### config.mk
export PLATFORM = sky130hd
export DESIGN_NAME = fetch_redirect_flat
export DESIGN_NICKNAME = d
export VERILOG_FILES = /design/src/rtl/fetch_redirect_pkg.sv /design/src/rtl/fetch_redirect_if.sv /design/src/rtl/fetch_redirect.sv /design/src/flat_wrapper.sv
export SDC_FILE = /design/constraint.sdc
export NUM_CORES = 1
export LEC_CHECK = 0
export CELL_PAD_IN_SITES_DETAIL_PLACEMENT = 1
export CELL_PAD_IN_SITES_GLOBAL_PLACEMENT = 2
export CORE_ASPECT_RATIO = 0.9
export CORE_MARGIN = 4
export CORE_UTILIZATION = 32
export CTS_CLUSTER_SIZE = 25
export DETAILED_ROUTE_END_ITERATION = 16
export PLACE_DENSITY = 0.78
export SYNTH_ARGS = -nofsm -noshare
export SYNTH_HDL_FRONTEND = slang
export SYNTH_SLANG_ARGS = --single-unit
### constraint.sdc
create_clock -name clk -period 2.84 [get_ports clk]
set_input_delay 0.568 -clock clk [delete_from_list [all_inputs] [get_ports clk]]
set_output_delay 0.568 -clock clk [all_outputs]
set_load 0.005 [all_outputs]
### src/rtl/fetch_redirect_pkg.sv
// fetch_redirect_pkg: shared types and constants for the fetch/redirect unit
package fetch_redirect_pkg;
  localparam logic [63:0] PC_RESET_DEFAULT = 64'h0000_0000_8000_0000;
  typedef enum logic [1:0] {REQ, HOLD, DISCARD} fetch_state_t;
  typedef struct packed {
    logic        valid;
    logic [63:0] pc;
    logic [31:0] instr;
  } fetch_data_t;
  function automatic logic [63:0] align4(input logic [63:0] a);
    return a & ~64'h3;
  endfunction
endpackage

### src/rtl/fetch_redirect_if.sv
// fetch_if: execute redirect, decode handoff and instruction-bus signals of the fetch unit
interface fetch_if;
  logic        redirect_valid;
  logic [63:0] redirect_pc;
  logic        stall;
  logic        ireq_valid;
  logic [63:0] ireq_addr;
  logic        iresp_data_ok;
  logic [31:0] iresp_data;
  logic        fetch_valid;
  logic [63:0] fetch_pc;
  logic [31:0] fetch_instr;
  modport master (
    input  redirect_valid, redirect_pc, stall, iresp_data_ok, iresp_data,
    output ireq_valid, ireq_addr, fetch_valid, fetch_pc, fetch_instr
  );
  modport slave (
    output redirect_valid, redirect_pc, stall, iresp_data_ok, iresp_data,
    input  ireq_valid, ireq_addr, fetch_valid, fetch_pc, fetch_instr
  );
endinterface

### src/rtl/fetch_redirect.sv
// fetch_redirect: owns the fetch PC, issues one bus request at a time and applies execute redirects
module fetch_redirect
  import fetch_redirect_pkg::*;
#(
  parameter logic [63:0] PC_RESET = PC_RESET_DEFAULT
) (
  input logic      clk,
  input logic      reset,
  fetch_if.master  bus
);
  fetch_state_t state_q;
  fetch_data_t  buf_q;
  logic [63:0]  pc_q, pend_pc_q, ireq_addr_q, rpc, hold_pc, disc_pc;
  logic         ireq_valid_q;
  assign rpc     = align4(bus.redirect_pc);
  assign hold_pc = bus.redirect_valid ? rpc : pc_q + 64'd4;
  assign disc_pc = bus.redirect_valid ? rpc : pend_pc_q;
  // A redirect while a request is outstanding parks the target in pend_pc until the bus answers
  always_ff @(posedge clk or negedge reset)
    if (!reset) begin
      state_q      <= REQ;
      pc_q         <= PC_RESET;
      pend_pc_q    <= '0;
      ireq_valid_q <= 1'b0;
      ireq_addr_q  <= '0;
      buf_q        <= '0;
    end else
      case (state_q)
        REQ: begin
          ireq_valid_q <= 1'b1;
          ireq_addr_q  <= pc_q;
          if (bus.redirect_valid && bus.iresp_data_ok) begin
            pc_q        <= rpc;
            ireq_addr_q <= rpc;
          end else if (bus.redirect_valid) begin
            state_q   <= DISCARD;
            pend_pc_q <= rpc;
          end else if (bus.iresp_data_ok) begin
            state_q      <= HOLD;
            ireq_valid_q <= 1'b0;
            buf_q        <= '{valid: 1'b1, pc: pc_q, instr: bus.iresp_data};
          end
        end
        HOLD:
          if (bus.redirect_valid || !bus.stall) begin
            state_q      <= REQ;
            pc_q         <= hold_pc;
            ireq_valid_q <= 1'b1;
            ireq_addr_q  <= hold_pc;
            buf_q.valid  <= 1'b0;
          end
        DISCARD:
          if (bus.iresp_data_ok) begin
            state_q     <= REQ;
            pc_q        <= disc_pc;
            ireq_addr_q <= disc_pc;
          end else if (bus.redirect_valid)
            pend_pc_q <= rpc;
        default: state_q <= REQ;
      endcase
  assign bus.ireq_valid  = ireq_valid_q;
  assign bus.ireq_addr   = ireq_addr_q;
  assign bus.fetch_valid = buf_q.valid;
  assign bus.fetch_pc    = buf_q.pc;
  assign bus.fetch_instr = buf_q.instr;
  a_no_resp_in_hold: assert property (@(posedge clk) disable iff (!reset)
    !(state_q == HOLD && bus.iresp_data_ok));
endmodule

### src/flat_wrapper.sv
// flat-port wrapper written by rule: the top's interface ports become plain ports
module fetch_redirect_flat import fetch_redirect_pkg::*;
#(
  parameter logic [63:0] PC_RESET = PC_RESET_DEFAULT
)
  (clk, reset, bus_redirect_valid, bus_redirect_pc, bus_stall, bus_iresp_data_ok, bus_iresp_data, bus_ireq_valid, bus_ireq_addr, bus_fetch_valid, bus_fetch_pc, bus_fetch_instr);
  fetch_if bus_i ();
  input logic clk;
  input logic reset;
  input wire logic [$bits(bus_i.redirect_valid)-1:0] bus_redirect_valid;
  input wire logic [$bits(bus_i.redirect_pc)-1:0] bus_redirect_pc;
  input wire logic [$bits(bus_i.stall)-1:0] bus_stall;
  input wire logic [$bits(bus_i.iresp_data_ok)-1:0] bus_iresp_data_ok;
  input wire logic [$bits(bus_i.iresp_data)-1:0] bus_iresp_data;
  output wire logic [$bits(bus_i.ireq_valid)-1:0] bus_ireq_valid;
  output wire logic [$bits(bus_i.ireq_addr)-1:0] bus_ireq_addr;
  output wire logic [$bits(bus_i.fetch_valid)-1:0] bus_fetch_valid;
  output wire logic [$bits(bus_i.fetch_pc)-1:0] bus_fetch_pc;
  output wire logic [$bits(bus_i.fetch_instr)-1:0] bus_fetch_instr;
  assign bus_i.redirect_valid = bus_redirect_valid;
  assign bus_i.redirect_pc = bus_redirect_pc;
  assign bus_i.stall = bus_stall;
  assign bus_i.iresp_data_ok = bus_iresp_data_ok;
  assign bus_i.iresp_data = bus_iresp_data;
  assign bus_ireq_valid = bus_i.ireq_valid;
  assign bus_ireq_addr = bus_i.ireq_addr;
  assign bus_fetch_valid = bus_i.fetch_valid;
  assign bus_fetch_pc = bus_i.fetch_pc;
  assign bus_fetch_instr = bus_i.fetch_instr;
  fetch_redirect #(.PC_RESET(PC_RESET)) u_core (.clk(clk), .reset(reset), .bus(bus_i));
endmodule
After elaboration in Yosys (flattened, before gate mapping) --
Index checks and enable logic that the tools add are counted.
Storage, ports and cells: register bits after elaboration 292, input bits 101, output and inout port bits 162, logic and storage cells 58
Cells by class: $add $sub $neg 1, equality and inequality tests 9, multiplexer cells 25, bitwise logic cells 2, reduce and logical (&&, ||, !) cells 13
Operator list (number):
- $mux W64 | 7
- $mux W97 | 3
- $pmux W64 S3 | 1
- $pmux W64 S2 | 1
- $add A64 B3 Y64 const B | 1
- $mux W2 | 5
- $ne A2 B2 Y1 const B | 5
- $reduce_and A4 Y1 | 2
- $pmux W2 S3 | 1
- $reduce_and A3 Y1 | 2
- $mux W1 | 5
- $reduce_and A5 Y1 | 1
- $pmux W1 S2 | 2
- $reduce_bool A2 Y1 | 2
- $ne A3 B3 Y1 const B | 1
- $reduce_bool A3 Y1 | 1
- $eq A2 B1 Y1 const B | 1
- $eq A2 B2 Y1 const B | 1
- $logic_not A2 Y1 | 1
- $ne A2 B1 Y1 const B | 1
- $not A1 Y1 | 2
- $reduce_and A2 Y1 | 1
- $logic_and A1 B1 Y1 | 1
- $logic_not A1 Y1 | 1
- $logic_or A1 B1 Y1 | 1

Depth between registers and ports, before layout --
depth after elaboration 4, mapped depth 11, mapped depth without buffers 8

Worst setup path after synthesis --
No wires, ideal clock.
path kind reg-to-reg, from register u_core.pc_q[31], to register (tool-made name), library setup time 0.132 ns, data arrival time 2.369 ns, required time 2.708 ns, path slack 0.339 ns, cell stages (with the launch flop) 9, path buffers 2, clock period less this slack 2.501 ns, cells stage by stage dfstp_2 -> buf_2 -> nand3_1 -> or4_1 -> or4_1 -> clkbuf_1 -> o31a_1 -> o21ai_1 -> a21oi_1
RTL lines:
- from (decl) | RTL line fetch_redirect.sv:13 | logic [63:0] pc_q, pend_pc_q, ireq_addr_q, rpc, hold_pc, disc_pc;
- from (signal assigned) | RTL line fetch_redirect.sv:33 | pc_q <= rpc;
- from (signal assigned) | RTL line fetch_redirect.sv:47 | pc_q <= hold_pc;
- from (signal assigned) | RTL line fetch_redirect.sv:55 | pc_q <= disc_pc;

==> results.tsv <==
stage	metric	value	unit
logic_synthesis	Primary FF master, synth	dfrtp_1	
logic_synthesis	Mapped Cells	1233	
pwr	clock power share	0.178	
pwr	P_int	12330	uW
clock_tree	H-Tree Depth	1	
cells_and_area	Area Growth Syn to Fin	34.82	%
cells_and_area	highest-count cells in the layout ignoring fill and taps	clkdlybuf4s50_1 (258), dfrtp_1 (228), mux2_2 (150)	
clock_tree	Post-CTS Setup Inserts	0	
worst_setup_path	Worst path slowest cell	or4_1	
logic_synthesis	post-synthesis cell area	0.01235	mm^2
pwr	cell leakage power	0.006790	uW
pwr	Sw Share	0.3913	
pwr	Psw	7926	uW
sta	fin crit share	0.9530	
cells_and_area	FF+latch area	0.005732	mm^2
logic_synthesis	post-synth top area share	0.4618	
clock_tree	Worst-Skew Late Latency	0.57	ns
logic_synthesis	ys async rst share	1.000	
logic_synthesis	top post-synthesis cells by area	dfrtp_1 (46%), mux2_2 (14%), o21ai_0 (4.7%)	
placed_design	RePlAce Congestion	0.8391	
clock_tree	CTS Buffer Depth	3	
drt	Routed Antenna Nets	0	
worst_setup_path	FF-to-FF Start	u_core.pc_q[31]	
cells_and_area	commonest non-fill, non-tap cell in the layout	clkdlybuf4s50_1	
placed_design	Placed Instances	1943	
sta	worst hold slack	0.4814	ns
global_route	initial antenna violation count	2	
drt	DRC viols	0	
global_route	remaining global-route overflow	0	
worst_setup_path	critical path class	reg -> reg	
drt	Via density	5.530	
cells_and_area	filler cell count	4237	
worst_setup_path	Crit. Startpoint	u_core.pc_q[31]	
clock_tree	CTS tree	done	
floorplan	Die Area	0.04182	mm^2
pwr	power per cell area	1216	mW/mm^2
logic_synthesis	Mapped Nets	1339	
pwr	Comb pwr share	0.522	
flow_run	max_cap viols	0	
sta	RSZ-0062 raised after global routing	false	
sta	Final TNS setup	0	ns
pwr	Peak VDD IR	0.6910	mV
pwr	sequential share of power	0.300	
worst_setup_path	CP startpoint kind	flip-flop	
clock_tree	Reg clk slew, reported paths	0.06	ns
floorplan	Vert. Die Dim	194.4	um
logic_synthesis	register area share after synthesis	0.4639	
sta	Final Hold Fails	0	
worst_setup_path	critical path fanouts, max	8	
worst_setup_path	Critical Path RT	3.27	ns
clock_tree	Root Driver	clkbuf_16	
sta	fin crit period	2.707	ns
sta	# setup viols final	0	
sta	Final Max Slew Viols	0	
outcome	status	completed	
cells_and_area	nets	1590	
drt	total number of vias	11038	
worst_hold_path	hold crit path type	reg -> reg	
global_route	first-pass GRT wire length	72220	um
cells_and_area	fraction of final layout cells sized beyond drive strength 1	0.2166	
cells_and_area	final core utilization	0.4360	
drt	DR iter-0 viols	652	
floorplan	I/O Pins	263	
cells_and_area	Multi-input gate area	0.005752	mm^2
clock_tree	# resized after CTS	0	
drt	DRT Wirelength	47130	um
global_route	largest net degree at the start of global routing	69	
worst_setup_path	Worst path max stage delay	0.71	ns
logic_synthesis	Ys Warns	0	
clock_tree	CTS Buf Count	28	
global_route	GRT Overall Usage	0.2191	
worst_hold_path	hold path start	u_core.bus.fetch_pc[61]	
drt	DR WL/cell	23.61	um
floorplan	starting density of the core	0.3234	
floorplan	core area	0.03820	mm^2
sta	Least-Margin Pin Slew	0.7014	ns
logic_synthesis	average size of a mapped cell	10.02	um^2
sta	fmax	369.5	MHz
floorplan	DIE WIDTH	215.1	um
global_route	vias in the first global route	11561	
logic_synthesis	largest area contributor in the netlist	dfrtp_1	
placed_design	buffers added on ports	260	
drt	drt first pass iters	5	
worst_setup_path	Critical Path AT	3.14	ns
logic_synthesis	flops & latches, synth	229	
floorplan	Rows	68	
sta	clock skew	0.01261	ns
sta	Max transition margin	0.5314	
logic_synthesis	EDFF count, synth	0	
placed_design	post-DP HPWL	34160	um
worst_setup_path	worst-path cell chain	nand3_1, or4_1, or4_1, o31a_1, o21ai_1, a21oi_1	
worst_setup_path	cell mode on critical path	or4_1	
clock_tree	clock sinks	229	
logic_synthesis	post-synth cell types	70	
cells_and_area	Layout Cells excl Fill	1996	
worst_setup_path	CP Capture Type	flip-flop	
==> per-stage QoR <==
stage	worst slack [ns]	cell area, um^2	power [uW]
after floorplan	0.3389	12350	11560
after global placement	0.2118	15730	16400
after detailed placement	0.1700	15730	16750
after CTS	0.1479	16650	20450
after global routing	0.02944	16660	21630
final	0.1334	16660	20250
==> layer usage <==
| layer | up-vias | track usage | routed length, um |
|---|---|---|---|
| met4 | 2 | 0.04890 | 906 |
| li1 | 4980 | - | - |
| met2 | 328 | 0.3645 | 22310 |
| met3 | 63 | 0.04205 | 2652 |
| met1 | 5665 | 0.2984 | 21250 |
| met5 | - | 0 | 13 |
==> critical path: cells and delay by family, from the launching register on <==
| kind | cells | cell delay, ns |
|---|---|---|
| DFF | 1 | 0.60 |
| AOI/OAI and AO/OA | 3 | 0.57 |
| and+or+nand+nor | 3 | 1.41 |
==> synth_stat cells, drive strengths merged, types with 6 or more instances <==
cell type / count
a21boi: 6
a21oi: 69
a221oi: 16
a22o: 9
a22oi: 14
a31oi: 13
and2: 9
and3: 18
and4: 10
buf: 77
clkbuf: 73
dfrtp: 228
inv: 20
mux2: 150
nand2: 94
nand2b: 7
nand3: 32
nand4: 26
nor2: 63
nor2b: 6
nor3: 28
nor4: 14
o21ai: 125
o22ai: 11
o31a: 7
or4: 6
xnor2: 14
xor2: 10
==> power by group through the flow <==
stage               logic (uW)  clock network (uW)  registers, uW
global placement         10400                   0           6010
CTS                      10700                3680           6080
detailed placement       10600                   0           6110
floorplan                 5590                   0           5980
global route             11500                3830           6290
finish                   10600                3600           6080
==> path summary, 6_finish.rpt <==
kind / end / slack [ns] / cells past startpoint
setup reg to reg: flip-flop / 0.13 / 6
hold reg to reg: u_core.bus.fetch_pc[61] / 0.48 / 2
min in group asynchronous: asynchronous set/reset pin / 0.58 / 2
setup / recovery: flip-flop / 0.13 / 6
max in group asynchronous: u_core.bus.fetch_valid / 1.41 / 3
hold / removal: u_core.bus.fetch_pc[61] / 0.48 / 2
==> kinds of logic (layout without fill, tap and decap cells) <==
| kind of cell | after synthesis | count (layout) | synth area share |
|---|---|---|---|
| adders and majority gates | 5 | 5 | 0.005064 |
| other | 0 | 1 | 0 |
| and+or+nand+nor | 319 | 319 | 0.1319 |
| muxes | 155 | 155 | 0.1408 |
| xor gates and xnor gates | 24 | 24 | 0.01701 |
| buffers and inverters | 171 | 443 | 0.07231 |
| AOI/OAI and AO/OA | 330 | 330 | 0.1690 |
| DFF | 229 | 229 | 0.4639 |
==> layout make-up <==
class / count / share of cell area
flip-flops and latches: 229 / 0.3441
clock inverters: 12 / 0.005484
diodes: 1 / 0.0001502
well taps: 490 / 0.03681
repair buffers: 371 / 0.2139
inverters: 21 / 0.004733
multi-input cells: 833 / 0.3453
clock buffers: 39 / 0.04943
==> what timing repair did <==
item | 4_1_cts | 5_1_grt
endpoints found under the hold margin | 14 | 0
endpoints found under the setup margin | 0 | 0
hold buffers | 1 | 0
Power figures use the tool's default switching activity.
